==> src/rtl/sd_spi_host_if.sv <==
// Request/response and SPI pin bundle for the SD SPI host engine.
interface sd_spi_host_if;
  logic [7:0]  div;
  logic        cs_en;
  logic        byte_req;
  logic [7:0]  byte_tx;
  logic        cmd_req;
  logic [5:0]  cmd_idx;
  logic [31:0] cmd_arg;
  logic        busy;
  logic        done;
  logic [7:0]  rx_byte;
  logic        timeout;
  logic        sck;
  logic        mosi;
  logic        ss;
  logic        miso;

  modport master (
    output div, cs_en, byte_req, byte_tx, cmd_req, cmd_idx, cmd_arg, miso,
    input  busy, done, rx_byte, timeout, sck, mosi, ss
  );

  modport slave (
    input  div, cs_en, byte_req, byte_tx, cmd_req, cmd_idx, cmd_arg, miso,
    output busy, done, rx_byte, timeout, sck, mosi, ss
  );
endinterface

==> src/rtl/sd_spi_host.sv <==
// SPI-mode SD host: raw full-duplex byte transfers and CRC7-framed commands
// with R1 polling, clocked entirely from clk_sys.
module sd_spi_host #(
  parameter int unsigned R1_POLL = 8
) (
  input  logic clk_sys,
  input  logic reset,
  sd_spi_host_if.slave bus
);

  localparam int unsigned BYTE_W = 8;
  localparam int unsigned ARG_W  = 32;
  localparam int unsigned CRC_W  = 7;
  localparam int unsigned CNT_W  = 3;

  localparam logic [2:0] S_IDLE     = 3'd0;
  localparam logic [2:0] S_RAW      = 3'd1;
  localparam logic [2:0] S_CMD_SEND = 3'd2;
  localparam logic [2:0] S_CMD_POLL = 3'd3;
  localparam logic [2:0] S_FINISH   = 3'd4;

  localparam logic [CNT_W-1:0]  LAST_BIT      = CNT_W'(7);
  localparam logic [CNT_W-1:0]  CRC_BYTE      = CNT_W'(5);
  localparam logic [CNT_W-1:0]  LAST_ARG_BYTE = CNT_W'(4);
  localparam logic [BYTE_W-1:0] POLL_LAST     = BYTE_W'(R1_POLL - 1);

  logic [2:0]        state_q, state_d;
  logic [BYTE_W-1:0] hcnt_q, hcnt_d;
  logic [BYTE_W-1:0] div_q, div_d;
  logic [CNT_W-1:0]  bit_q, bit_d;
  logic [CNT_W-1:0]  byte_q, byte_d;
  logic [BYTE_W-1:0] poll_q, poll_d;
  logic [BYTE_W-2:0] tx_sh_q, tx_sh_d;
  logic [BYTE_W-1:0] rx_sh_q, rx_sh_d;
  logic [ARG_W-1:0]  arg_q, arg_d;
  logic [CRC_W-1:0]  crc_q, crc_d;
  logic [BYTE_W-1:0] rx_byte_q, rx_byte_d;
  logic sck_q, sck_d, mosi_q, mosi_d, ss_q, ss_d;
  logic busy_q, busy_d, done_q, done_d, timeout_q, timeout_d;
  logic cmd_act_q, cmd_act_d;

  logic              byte_end;
  logic              load_en;
  logic [BYTE_W-1:0] load_byte;

  // Serial CRC7 step, polynomial x^7 + x^3 + 1.
  function automatic logic [CRC_W-1:0] crc7_step(input logic [CRC_W-1:0] c, input logic b);
    logic fb;
    fb = c[CRC_W-1] ^ b;
    crc7_step = {c[CRC_W-2:0], fb} ^ {3'b000, fb, 3'b000};
  endfunction

  assign bus.sck     = sck_q;
  assign bus.mosi    = mosi_q;
  assign bus.ss      = ss_q;
  assign bus.busy    = busy_q;
  assign bus.done    = done_q;
  assign bus.rx_byte = rx_byte_q;
  assign bus.timeout = timeout_q;

  always_ff @(posedge clk_sys or posedge reset) begin
    if (reset) begin
      state_q   <= S_IDLE;
      hcnt_q    <= '0;
      div_q     <= '0;
      bit_q     <= '0;
      byte_q    <= '0;
      poll_q    <= '0;
      tx_sh_q   <= '1;
      rx_sh_q   <= '1;
      arg_q     <= '0;
      crc_q     <= '0;
      rx_byte_q <= '1;
      sck_q     <= 1'b0;
      mosi_q    <= 1'b1;
      ss_q      <= 1'b1;
      busy_q    <= 1'b0;
      done_q    <= 1'b0;
      timeout_q <= 1'b0;
      cmd_act_q <= 1'b0;
    end else begin
      state_q   <= state_d;
      hcnt_q    <= hcnt_d;
      div_q     <= div_d;
      bit_q     <= bit_d;
      byte_q    <= byte_d;
      poll_q    <= poll_d;
      tx_sh_q   <= tx_sh_d;
      rx_sh_q   <= rx_sh_d;
      arg_q     <= arg_d;
      crc_q     <= crc_d;
      rx_byte_q <= rx_byte_d;
      sck_q     <= sck_d;
      mosi_q    <= mosi_d;
      ss_q      <= ss_d;
      busy_q    <= busy_d;
      done_q    <= done_d;
      timeout_q <= timeout_d;
      cmd_act_q <= cmd_act_d;
    end
  end

  always_comb begin
    state_d   = state_q;
    hcnt_d    = hcnt_q;
    div_d     = div_q;
    bit_d     = bit_q;
    byte_d    = byte_q;
    poll_d    = poll_q;
    tx_sh_d   = tx_sh_q;
    rx_sh_d   = rx_sh_q;
    arg_d     = arg_q;
    crc_d     = crc_q;
    rx_byte_d = rx_byte_q;
    sck_d     = sck_q;
    mosi_d    = mosi_q;
    busy_d    = busy_q;
    done_d    = 1'b0;
    timeout_d = timeout_q;
    cmd_act_d = cmd_act_q;
    byte_end  = 1'b0;
    load_en   = 1'b0;
    load_byte = '1;

    // Byte engine: sample miso on the rising sck edge, advance mosi on the falling one.
    if (state_q == S_RAW || state_q == S_CMD_SEND || state_q == S_CMD_POLL) begin
      if (hcnt_q == div_q) begin
        hcnt_d = '0;
        if (!sck_q) begin
          sck_d   = 1'b1;
          rx_sh_d = {rx_sh_q[BYTE_W-2:0], bus.miso};
          if (state_q == S_CMD_SEND && byte_q != CRC_BYTE) begin
            crc_d = crc7_step(crc_q, mosi_q);
          end
        end else begin
          sck_d = 1'b0;
          if (bit_q == LAST_BIT) begin
            byte_end = 1'b1;
          end else begin
            bit_d   = bit_q + CNT_W'(1);
            mosi_d  = tx_sh_q[BYTE_W-2];
            tx_sh_d = {tx_sh_q[BYTE_W-3:0], 1'b1};
          end
        end
      end else begin
        hcnt_d = hcnt_q + BYTE_W'(1);
      end
    end

    case (state_q)
      S_IDLE: begin
        if (bus.cmd_req) begin
          state_d   = S_CMD_SEND;
          busy_d    = 1'b1;
          cmd_act_d = 1'b1;
          timeout_d = 1'b0;
          byte_d    = '0;
          crc_d     = '0;
          arg_d     = bus.cmd_arg;
          load_en   = 1'b1;
          load_byte = {2'b01, bus.cmd_idx};
        end else if (bus.byte_req) begin
          state_d   = S_RAW;
          busy_d    = 1'b1;
          timeout_d = 1'b0;
          load_en   = 1'b1;
          load_byte = bus.byte_tx;
        end
      end
      S_RAW: begin
        if (byte_end) begin
          rx_byte_d = rx_sh_q;
          state_d   = S_FINISH;
        end
      end
      S_CMD_SEND: begin
        // Bytes follow each other with no gap; the CRC byte closes the frame.
        if (byte_end) begin
          load_en = 1'b1;
          if (byte_q == CRC_BYTE) begin
            state_d = S_CMD_POLL;
            poll_d  = '0;
          end else begin
            byte_d    = byte_q + CNT_W'(1);
            arg_d     = {arg_q[ARG_W-BYTE_W-1:0], BYTE_W'(0)};
            load_byte = (byte_q == LAST_ARG_BYTE) ? {crc_q, 1'b1} : arg_q[ARG_W-1 -: BYTE_W];
          end
        end
      end
      S_CMD_POLL: begin
        if (byte_end) begin
          if (!rx_sh_q[BYTE_W-1]) begin
            rx_byte_d = rx_sh_q;
            state_d   = S_FINISH;
          end else if (poll_q == POLL_LAST) begin
            rx_byte_d = '1;
            timeout_d = 1'b1;
            state_d   = S_FINISH;
          end else begin
            poll_d  = poll_q + BYTE_W'(1);
            load_en = 1'b1;
          end
        end
      end
      S_FINISH: begin
        done_d    = 1'b1;
        busy_d    = 1'b0;
        cmd_act_d = 1'b0;
        state_d   = S_IDLE;
      end
      default: state_d = S_IDLE;
    endcase

    if (load_en) begin
      div_d   = bus.div;
      hcnt_d  = '0;
      bit_d   = '0;
      sck_d   = 1'b0;
      tx_sh_d = load_byte[BYTE_W-2:0];
      mosi_d  = load_byte[BYTE_W-1];
    end
    if (state_d == S_FINISH) begin
      mosi_d = 1'b1;
    end
    ss_d = ~(bus.cs_en | cmd_act_d);
  end

endmodule
==> src/flat_wrapper.sv <==
// flat-port wrapper written by rule: the top's interface ports become plain ports
module sd_spi_host_flat 
#(
  parameter int unsigned R1_POLL = 8
)
  (clk_sys, reset, bus_div, bus_cs_en, bus_byte_req, bus_byte_tx, bus_cmd_req, bus_cmd_idx, bus_cmd_arg, bus_miso, bus_busy, bus_done, bus_rx_byte, bus_timeout, bus_sck, bus_mosi, bus_ss);
  sd_spi_host_if bus_i ();
  input  logic clk_sys;
  input  logic reset;
  input wire logic [$bits(bus_i.div)-1:0] bus_div;
  input wire logic [$bits(bus_i.cs_en)-1:0] bus_cs_en;
  input wire logic [$bits(bus_i.byte_req)-1:0] bus_byte_req;
  input wire logic [$bits(bus_i.byte_tx)-1:0] bus_byte_tx;
  input wire logic [$bits(bus_i.cmd_req)-1:0] bus_cmd_req;
  input wire logic [$bits(bus_i.cmd_idx)-1:0] bus_cmd_idx;
  input wire logic [$bits(bus_i.cmd_arg)-1:0] bus_cmd_arg;
  input wire logic [$bits(bus_i.miso)-1:0] bus_miso;
  output wire logic [$bits(bus_i.busy)-1:0] bus_busy;
  output wire logic [$bits(bus_i.done)-1:0] bus_done;
  output wire logic [$bits(bus_i.rx_byte)-1:0] bus_rx_byte;
  output wire logic [$bits(bus_i.timeout)-1:0] bus_timeout;
  output wire logic [$bits(bus_i.sck)-1:0] bus_sck;
  output wire logic [$bits(bus_i.mosi)-1:0] bus_mosi;
  output wire logic [$bits(bus_i.ss)-1:0] bus_ss;
  assign bus_i.div = bus_div;
  assign bus_i.cs_en = bus_cs_en;
  assign bus_i.byte_req = bus_byte_req;
  assign bus_i.byte_tx = bus_byte_tx;
  assign bus_i.cmd_req = bus_cmd_req;
  assign bus_i.cmd_idx = bus_cmd_idx;
  assign bus_i.cmd_arg = bus_cmd_arg;
  assign bus_i.miso = bus_miso;
  assign bus_busy = bus_i.busy;
  assign bus_done = bus_i.done;
  assign bus_rx_byte = bus_i.rx_byte;
  assign bus_timeout = bus_i.timeout;
  assign bus_sck = bus_i.sck;
  assign bus_mosi = bus_i.mosi;
  assign bus_ss = bus_i.ss;
  sd_spi_host #(.R1_POLL(R1_POLL)) u_core (.clk_sys(clk_sys), .reset(reset), .bus(bus_i));
endmodule
==> config.mk <==
export PLATFORM = sky130hd
export DESIGN_NAME = sd_spi_host_flat
export DESIGN_NICKNAME = d
export VERILOG_FILES = /design/src/rtl/sd_spi_host_if.sv /design/src/rtl/sd_spi_host.sv /design/src/flat_wrapper.sv
export SDC_FILE = /design/constraint.sdc
export NUM_CORES = 1
export LEC_CHECK = 0
export ABC_AREA = 1
export BUFFER_PORTS_ARGS = -buffer_cell sky130_fd_sc_hd__buf_2
export CAP_MARGIN = 0
export CORE_UTILIZATION = 35
export CTS_CLUSTER_SIZE = 8
export DETAILED_ROUTE_END_ITERATION = 8
export PLACE_DENSITY = 0.53
export REMOVE_ABC_BUFFERS = 1
export SYNTH_ARGS = -nofsm -noshare
export SYNTH_HDL_FRONTEND = slang
export SYNTH_SLANG_ARGS = --single-unit
==> constraint.sdc <==
create_clock -name clk_sys -period 5.3 [get_ports clk_sys]
set_input_delay 1.06 -clock clk_sys [delete_from_list [all_inputs] [get_ports clk_sys]]
set_output_delay 1.06 -clock clk_sys [all_outputs]
set_load 0.02 [all_outputs]
==> results of run 1 <==
[sequential cells by signal, indices dropped and copies added (netlist names), 3 cells and up]
register / count
u_core.arg_q: 32
u_core.bus.rx_byte: 8
u_core.div_q: 8
u_core.hcnt_q: 8
u_core.poll_q: 8
u_core.rx_sh_q: 8
u_core.crc_q: 7
u_core.tx_sh_q: 7
u_core.bit_q: 3
u_core.byte_q: 3
u_core.state_q: 3
[worst paths after layout]
kind                                         from  cells past startpoint  slack [ns]                end
min in group asynchronous                   reset                      2        0.89    u_core.arg_q[8]
worst min-delay path            u_core.tx_sh_q[2]                      2        0.49  u_core.tx_sh_q[2]
max in group asynchronous                   reset                      3        3.39      u_core.bus.ss
worst min register to register  u_core.tx_sh_q[2]                      2        0.49  u_core.tx_sh_q[2]
worst max register to register  u_core.state_q[0]                      7        2.72   u_core.arg_q[21]
worst max-delay path                  bus_cmd_req                      7        2.36   u_core.arg_q[21]
[worst max-delay path: cells and delay by family]
family	cells	cell delay (ns)
buffers and inverters	3	0.54
and+or+nand+nor	2	1.24
AOI/OAI and AO/OA	2	0.33
[metrics by stage]
step / setup slack (ns) / instances
4_1_cts: 2.30 / 900
5_1_grt: 2.03 / 900
3_3_place_gp: 2.13 / 884
2_1_floorplan: 1.61 / 625
6_report: 2.36 / 900
3_5_place_dp: 1.93 / 884
[cells by family after synthesis]
kind of cell	share of synthesized area [%]
simple gates	22.8
buf+inv	9.24
fa+ha+maj	1.67
flops	49.2
compound gates	16.0
xor+xnor	1.17
[per-layer routing]
| metal | wire length [um] | up-vias | track usage (%) | share of wire (%) |
|---|---|---|---|---|
| met5 | 0 | - | 0 | 0 |
| met4 | 209 | 0 | 5.24 | 1.7 |
| met3 | 604 | 16 | 4.98 | 5.0 |
| met2 | 5610 | 78 | 26.6 | 46 |
| met1 | 5690 | 2048 | 21.9 | 47 |
| li1 | - | 2225 | - | - |
[power groups by stage]
| stage | Clock [mW] | Sequential [mW] | Combinational, mW |
|---|---|---|---|
| CTS | 0.702 | 0.946 | 0.287 |
| finish | 0.680 | 0.947 | 0.282 |
| detailed placement | 0 | 0.960 | 0.285 |
| global route | 0.731 | 0.958 | 0.329 |
| floorplan | 0 | 0.953 | 0.204 |
| global placement | 0 | 0.957 | 0.279 |
[synth_stat cells (4+ instances only)]
master,instances,area [um2]
a211oi_1,4,30.0
a21oi_1,29,145
and3_1,4,25.0
buf_2,10,50.1
buf_4,4,30.0
clkbuf_1,5,18.8
dfrtp_1,77,1930
dfstp_2,25,657
ha_1,7,87.6
inv_1,90,338
inv_2,8,30.0
nand2_1,143,537
nand2_2,5,31.3
nand3_1,39,195
nand4_1,8,50.1
nor2_1,39,146
nor2_2,6,37.5
nor3_1,6,30.0
o211ai_1,18,135
o21ai_0,75,375
o21ai_1,5,25.0
o21ai_2,8,70.1
o221ai_1,6,52.6
or2_2,4,25.0
xor2_1,6,52.6
[area by class of cell]
cell class / count / area, um2 / area share, %
Sequential cell: 102 / 2580 / 42.6
Timing Repair Buffer: 75 / 380 / 6.27
Multi-Input combinational cell: 424 / 2190 / 36.1
Clock buffer: 11 / 254 / 4.19
Tap cell: 184 / 230 / 3.80
Inverter: 99 / 374 / 6.17
Clock inverter: 5 / 48.8 / 0.805
[placed cells by master, fill, tap and decap left out, types with 18 or more instances in the layout]
master / n
dfstp_2: 25
dfrtp_1: 77
nand3_1: 39
inv_1: 89
o21ai_0: 75
nor2_1: 39
a21oi_1: 29
o211ai_1: 18
buf_2: 73
nand2_1: 143
==> results.txt, run 1 <==
Setup Buffers After CTS: 0
Ys async rst share: 100%
Netlist cell types: 37
Crit-path max FO: 60
Post-synthesis register bit count: 102
Drt first-iter violations: 236
Peak Freq: 340 MHz
Clk buf depth: 2
Total chip power: 1.91 mW
Net Sw Frac: 29.1%
WP data arrival: 3.20 ns
Final slew viol count: 0
Vias: 4367
Layout Nets: 778
Die width: 125 um
Initial Util: 36.0%
CTS Hold Bufs: 0
Seq pwr share: 49.6%
GP Congestion: 0.842
Die Ht: 125 um
Root buffer cell: clkbuf_16
Cell-internal power: 1.35 mW
Initial antenna violation count: 0
Setup-failing EPs final: 0
Fillers: 1450
Clk_lat worst skew: 0.36 ns
Comb pwr share: 14.8%
Post-DP HPWL: 8520 um
Die area: 15500 um2
Area Growth Syn to Fin: 15.4%
Post-route cell area: 6060 um2
RSZ-0062 raised after global routing: false
Critical Path End Type: register
Crit path required time: 5.56 ns
Synth Cell Area: 5260 um2
Placed Instance Area: 5760 um2
Clock power share: 35.6%
Final Hold Viols: 0
Sink Count: 102
Gr ovfl total: 0
Clock Pin Slew Worst Setup and Hold Paths: 0.07 ns
Drt total wl: 12100 um
Row cnt: 44
Final min period: 2.94 ns
Worst ir drop on vdd: 180 uV
Share of cells above drive strength 1: 21.4%
First drt pass iteration count: 4
Core area: 14600 um2
Fin util: 41.6%
Max-cap violations: 0
First-pass GRT wire length: 20700 um
CTS resizes: 0
Startpoint Class: primary input
Ant. Diodes: 0
I/O pins: 74
Largest net degree at the start of global routing: 73
PD cells: 315 nW/um2
HP Class: reg -> reg
TritonCTS buffer count: 9
Slew margin rel.: 35.2%
Critical path type: in -> reg
H-tree depth: 3
Clock skew: 0.0107 ns
Status: finished, final reports clean
Vias per inst: 4.85
Wire length per cell: 13.5 um
Warnings from Yosys: 0
Vias in the first global route: 4307
Setup TNS: 0 ns
Top FF cell, synth: dfrtp_1
CP peak stage delay: 0.75 ns
CTS tree: yes
Residual DRC count: 0
WHS: 0.490 ns
Syn_area_per_cell: 8.13 um2
Mapped Cells: 646
Post-DRT Antenna Nets: 0
CP cell instances: buf_2 -> clkinv_1 -> nor2_2 -> inv_2 -> nand2_2 -> o211ai_1 -> o21ai_0
Slew @ Worst Pin: 0.969 ns
Seq/Total Area, Yosys: 49.2%
Number of synthesized flops with an enable pin: 0
Net Sw Power: 0.556 mW
CP max stage cell: nand2_2
Total track usage: 16.8%
LEAKAGE: 2.94 nW
Final Cycle Share: 55.5%
Port Buffers: 73
(Power assumes the default switching activity.)
==> inputs of run 2 (changes only) <==
- clock period: 5.3 -> 2.8 ns (I/O delays scaled with it)
==> results.txt, run 2 (synthesis gave the netlist of run 1 again) <==
Status: finished, final reports clean (unchanged)
Most frequent cells in the layout: nand2_1, inv_1, dfrtp_1 (unchanged)
WP data arrival: 2.53 ns (was 3.20 ns)
Vias per inst: 4.81 (was 4.85)
Die width: 125 um (unchanged)
Initial antenna violation count: 0 (unchanged)
Multi-input gate area: 2190 um2 (unchanged)
Final Cycle Share: 79.6%
Layout Nets: 784 (was 778)
Critical path type: reg -> reg (was in -> reg)
GP Congestion: 0.806 (was 0.842)
Drt first-iter violations: 245 (was 236)
CP max stage cell: dfrtp_1 (was nand2_2)
Clk buf depth: 2 (unchanged)
Worst path top cell family by delay: simple AND/OR/NAND/NOR gates (unchanged)
Setup TNS: 0 ns (unchanged)
Area Growth Syn to Fin: 16.3% (was 15.4%)
Slew margin rel.: 54.3% (was 35.2%)
Final Hold Viols: 0 (unchanged)
Final min period: 2.23 ns
Root buffer cell: clkbuf_16 (unchanged)
RSZ-0062 raised after global routing: false (unchanged)
PD cells: 581 nW/um2 (was 315 nW/um2)
CTS Hold Bufs: 0 (unchanged)
Drt total wl: 12200 um (was 12100 um)
Most frequent CP cell: nand2_1
Final slew viol count: 0 (unchanged)
Vias: 4358 (was 4367)
Fillers: 1518 (was 1450)
LEAKAGE: 2.97 nW (was 2.94 nW)
Largest net degree at the start of global routing: 61 (was 73)
Fin util: 41.9% (was 41.6%)
Clock skew: 0.0104 ns (was 0.0107 ns)
Gr ovfl total: 0 (unchanged)
Max-cap violations: 0 (unchanged)
Vias in the first global route: 4299 (was 4307)
Crit path required time: 3.10 ns (was 5.56 ns)
Critical Path End Type: register (unchanged)
First drt pass iteration count: 4 (unchanged)
Setup Buffers After CTS: 0 (unchanged)
Sink Count: 102 (unchanged)
First-pass GRT wire length: 20600 um (was 20700 um)
Worst ir drop on vdd: 325 uV (was 180 uV)
CP peak stage delay: 0.46 ns (was 0.75 ns)
Peak Freq: 449 MHz
Residual DRC count: 0 (unchanged)
Core area: 14600 um2 (unchanged)
CTS resizes: 0 (unchanged)
Max FFs per register: 32 (unchanged)
Post-DP HPWL: 8710 um (was 8520 um)
CTS tree: yes (unchanged)
Die Ht: 125 um (unchanged)
Commonest non-fill, non-tap cell in the layout: nand2_1 (unchanged)
Ant. Diodes: 0 (unchanged)
Placed Instance Area: 5830 um2 (was 5760 um2)
Crit-path max FO: 27 (was 60)
Die area: 15500 um2 (unchanged)
CP cell instances: nor2_2 -> nand2_1 -> a21oi_1 -> inv_1 -> nand2_2 -> inv_2 -> o21ai_0 -> nand2_1 -> nand2_1 (was buf_2 -> clkinv_1 -> nor2_2 -> inv_2 -> nand2_2 -> o211ai_1 -> o21ai_0)
Clock Pin Slew Worst Setup and Hold Paths: 0.07 ns (about the same)
TritonCTS buffer count: 9 (unchanged)
Slew @ Worst Pin: 0.685 ns (was 0.969 ns)
Initial Util: 36.0% (unchanged)
Port Buffers: 73 (unchanged)
Wire length per cell: 13.5 um (about the same)
Startpoint Class: register (was primary input)
Row cnt: 44 (unchanged)
Buf/Inv on CP: 2 (was 3)
Post-DRT Antenna Nets: 0 (unchanged)
I/O pins: 74 (unchanged)
HP Class: in -> async (was reg -> reg)
Post-route cell area: 6110 um2 (was 6060 um2)
Register with the most flip-flops: u_core.arg_q (unchanged)
Share of cells above drive strength 1: 22.2% (was 21.4%)
Total track usage: 16.7% (was 16.8%)
H-tree depth: 3 (unchanged)
Setup-failing EPs final: 0 (unchanged)
Clk_lat worst skew: 0.36 ns (about the same)
Storage element area: 2580 um2 (unchanged)
[run 2: path summary, 6_finish.rpt]
path | startpoint | endpoint | slack [ns] | cells after the start
min reg2reg | u_core.rx_sh_q[1] | u_core.rx_sh_q[2] | 0.49 | 2
min | reset | u_core.arg_q[2] | 0.32 | 2
max in group asynchronous | reset | u_core.tx_sh_q[6] | 1.67 | 3
max | u_core.state_q[0] | u_core.tx_sh_q[3] | 0.57 | 9
min in group clk_sys | bus_cs_en | u_core.bus.ss | 0.32 | 2
max reg2reg | u_core.state_q[0] | u_core.tx_sh_q[3] | 0.57 | 9
[run 2: where the power goes]
| group | total, mW | internal [mW] | switching [mW] |
|---|---|---|---|
| registers | 1.80 | 1.66 | 0.136 |
| logic | 0.542 | 0.223 | 0.318 |
| clock network | 1.21 | 0.633 | 0.577 |
| total | 3.55 | 2.52 | 1.03 |
[run 2: cell type report]
class                   count  area share, %
clock buffers              10           3.91
clock inverters             6          0.696
inverters                  99           6.12
multi-input cells         424           35.9
flip-flops and latches    102           42.3
well taps                 184           3.77
repair buffers             81           7.37
[run 2: routing by layer]
metal  up-vias  share of wire, %  track usage [%]
met2        87                47             27.0
met4         0               1.6             4.82
met5         -                 0                0
met1      2023                47             21.4
met3        16               5.0             5.03
li1       2232                 -                -
[run 2: stage by stage]
step	setup slack (ns)	hold WS, ns	std cells	power (mW)
3_5_place_dp	0.430	0.486	890	2.37
3_3_place_gp	0.553	0.475	890	2.36
5_1_grt	0.284	0.307	906	3.76
6_report	0.571	0.315	906	3.55
4_1_cts	0.583	0.305	906	3.60
2_1_floorplan	-0.394	0.466	625	2.19
[run 2: worst register-to-register path, delay by kind of cell (launching register included)]
kind / cells / cell delay, ns
AO/OA/AOI/OAI: 2 / 0.46
buffers and inverters: 2 / 0.31
flip-flops: 1 / 0.46
AND/OR/NAND/NOR: 5 / 0.96
==> inputs of run 3 (changes only) <==
- clock period: 2.8 -> 2.3 ns (I/O delays scaled with it)
==> results.txt, run 3 (synthesis gave the netlist of run 1 again) <==
Status: finished, final reports clean (unchanged)
Largest net degree at the start of global routing: 61 (unchanged)
Crit-path max FO: 15 (was 27)
Gr ovfl total: 0 (unchanged)
Post-DP HPWL: 8600 um (was 8710 um)
GP Congestion: 0.818 (was 0.806)
PD cells: 717 nW/um2 (was 581 nW/um2)
WP data arrival: 2.27 ns (was 2.53 ns)
Max-cap violations: 0 (unchanged)
Setup TNS: 0 ns (unchanged)
Clk buf depth: 2 (unchanged)
Vias in the first global route: 4402 (was 4299)
Initial antenna violation count: 0 (unchanged)
I/O pins: 74 (unchanged)
HP Class: in -> async (unchanged)
CP cell instances: inv_1 -> ha_1 -> nand2_1 -> nor2_1 -> a211oi_1 -> nand4_1 -> nand2_1 -> nand3_1 -> nand2_1 -> nand2_1 (was nor2_2 -> nand2_1 -> a21oi_1 -> inv_1 -> nand2_2 -> inv_2 -> o21ai_0 -> nand2_1 -> nand2_1)
Final Cycle Share: 85.9% (was 79.6%)
Post-DRT Antenna Nets: 0 (unchanged)
Share of cells above drive strength 1: 22.9% (was 22.2%)
Final setup margin: 0.324 ns (was 0.571 ns)
Crit path required time: 2.59 ns (was 3.10 ns)
Clock skew: 0.00689 ns (was 0.0104 ns)
Row cnt: 44 (unchanged)
Drt first-iter violations: 259 (was 245)
First drt pass iteration count: 4 (unchanged)
CTS tree: yes (unchanged)
Total chip power: 4.45 mW (was 3.55 mW)
Commonest non-fill, non-tap cell in the layout: nand2_1 (unchanged)
Placed Instance Area: 5900 um2 (was 5830 um2)
Die Ht: 125 um (unchanged)
Sink Count: 102 (unchanged)
Dpl ws: 0.332 ns (was 0.430 ns)
Total track usage: 16.5% (was 16.7%)
Peak Freq: 506 MHz (was 449 MHz)
Most frequent cells in the layout: nand2_1, inv_1, dfrtp_1 (unchanged)
Area Growth Syn to Fin: 18.1% (was 16.3%)
Clk_lat worst skew: 0.35 ns (was 0.36 ns)
Port Buffers: 73 (unchanged)
Startpoint Class: register (unchanged)
Residual DRC count: 0 (unchanged)
H-tree depth: 3 (unchanged)
CTS resizes: 0 (unchanged)
Post-route cell area: 6210 um2 (was 6110 um2)
Core area: 14600 um2 (unchanged)
Max FFs per register: 32 (unchanged)
Die area: 15500 um2 (unchanged)
Critical path origin: u_core.byte_q[0] (was u_core.state_q[0])
Most frequent CP cell: nand2_1 (unchanged)
Ant. Diodes: 0 (unchanged)
CP max stage cell: dfrtp_1 (unchanged)
Layout Nets: 792 (was 784)
Drt total wl: 12100 um (was 12200 um)
Root buffer cell: clkbuf_16 (unchanged)
Worst path top cell family by delay: simple AND/OR/NAND/NOR gates (unchanged)
Final Hold Viols: 0 (unchanged)
Setup Buffers After CTS: 0 (unchanged)
RSZ-0062 raised after global routing: false (unchanged)
TritonCTS buffer count: 9 (unchanged)
LEAKAGE: 3.02 nW (was 2.97 nW)
Final min period: 1.98 ns (was 2.23 ns)
First-pass GRT wire length: 20400 um (was 20600 um)
Critical Path End Type: register (unchanged)
CP peak stage delay: 0.39 ns (was 0.46 ns)
Worst ir drop on vdd: 355 uV (was 325 uV)
Clock Pin Slew Worst Setup and Hold Paths: 0.07 ns (about the same)
Buf/Inv on CP: 1 (was 2)
Setup-failing EPs final: 0 (unchanged)
Register with the most flip-flops: u_core.arg_q (unchanged)
Critical path type: reg -> reg (unchanged)
Slew margin rel.: 61.9% (was 54.3%)
FF-to-FF Start: u_core.byte_q[0] (was u_core.state_q[0])
Vias per inst: 4.80 (was 4.81)
CTS Hold Bufs: 0 (unchanged)
Initial Util: 36.0% (unchanged)
Slew @ Worst Pin: 0.572 ns (was 0.685 ns)
Vias: 4387 (was 4358)
Wire length per cell: 13.2 um (was 13.5 um)
Final slew viol count: 0 (unchanged)
Die width: 125 um (unchanged)
[run 3: worst reg2reg max path: stages (launching register included)]
cell and delay [ns]:
dfrtp_1 0.39, inv_1 0.08, ha_1 0.19, nand2_1 0.36, nor2_1 0.08, a211oi_1 0.35, nand4_1 0.14, nand2_1 0.10
nand3_1 0.08, nand2_1 0.09, nand2_1 0.05
[run 3: path summary, 6_finish.rpt]
check                                     endpoint  slack [ns]  cells after the start
max in group asynchronous        u_core.rx_sh_q[7]        1.64                      3
worst max-delay path             u_core.tx_sh_q[2]        0.32                     10
worst min register to register  u_core.bus.timeout        0.49                      2
min in group clk_sys                 u_core.bus.ss        0.22                      2
worst min-delay path               u_core.arg_q[8]        0.05                      2
worst max register to register   u_core.tx_sh_q[2]        0.32                     10
[run 3: final cells by class]
class	count	area [um2]
inverter	99	374
sequential	102	2580
tap	184	230
timing repair buffer	89	523
fill	1474	8380
multi-input combinational	424	2190
clock inverter	5	63.8
clock buffer	11	243
[run 3: layer usage]
metal | wire length (um) | GRT usage (%) | up-vias
met2 | 5670 | 27.5 | 82
met3 | 558 | 4.47 | 21
met1 | 5530 | 19.9 | 2026
met5 | 0 | 0 | -
met4 | 322 | 6.95 | 0
li1 | - | - | 2258
[run 3: stage by stage]
step	util, %	hold slack [ns]	cells
2_1_floorplan	-	0.466	625
3_3_place_gp	40.5	0.432	898
3_5_place_dp	40.5	0.428	898
4_1_cts	42.6	0.0411	914
5_1_grt	42.6	0.0615	914
6_report	42.6	0.0495	914
[run 3: power breakdown]
group / switching (mW) / internal (mW)
Clock: 0.719 / 0.889
Combinational: 0.383 / 0.276
Sequential: 0.160 / 2.02
Total: 1.26 / 3.19
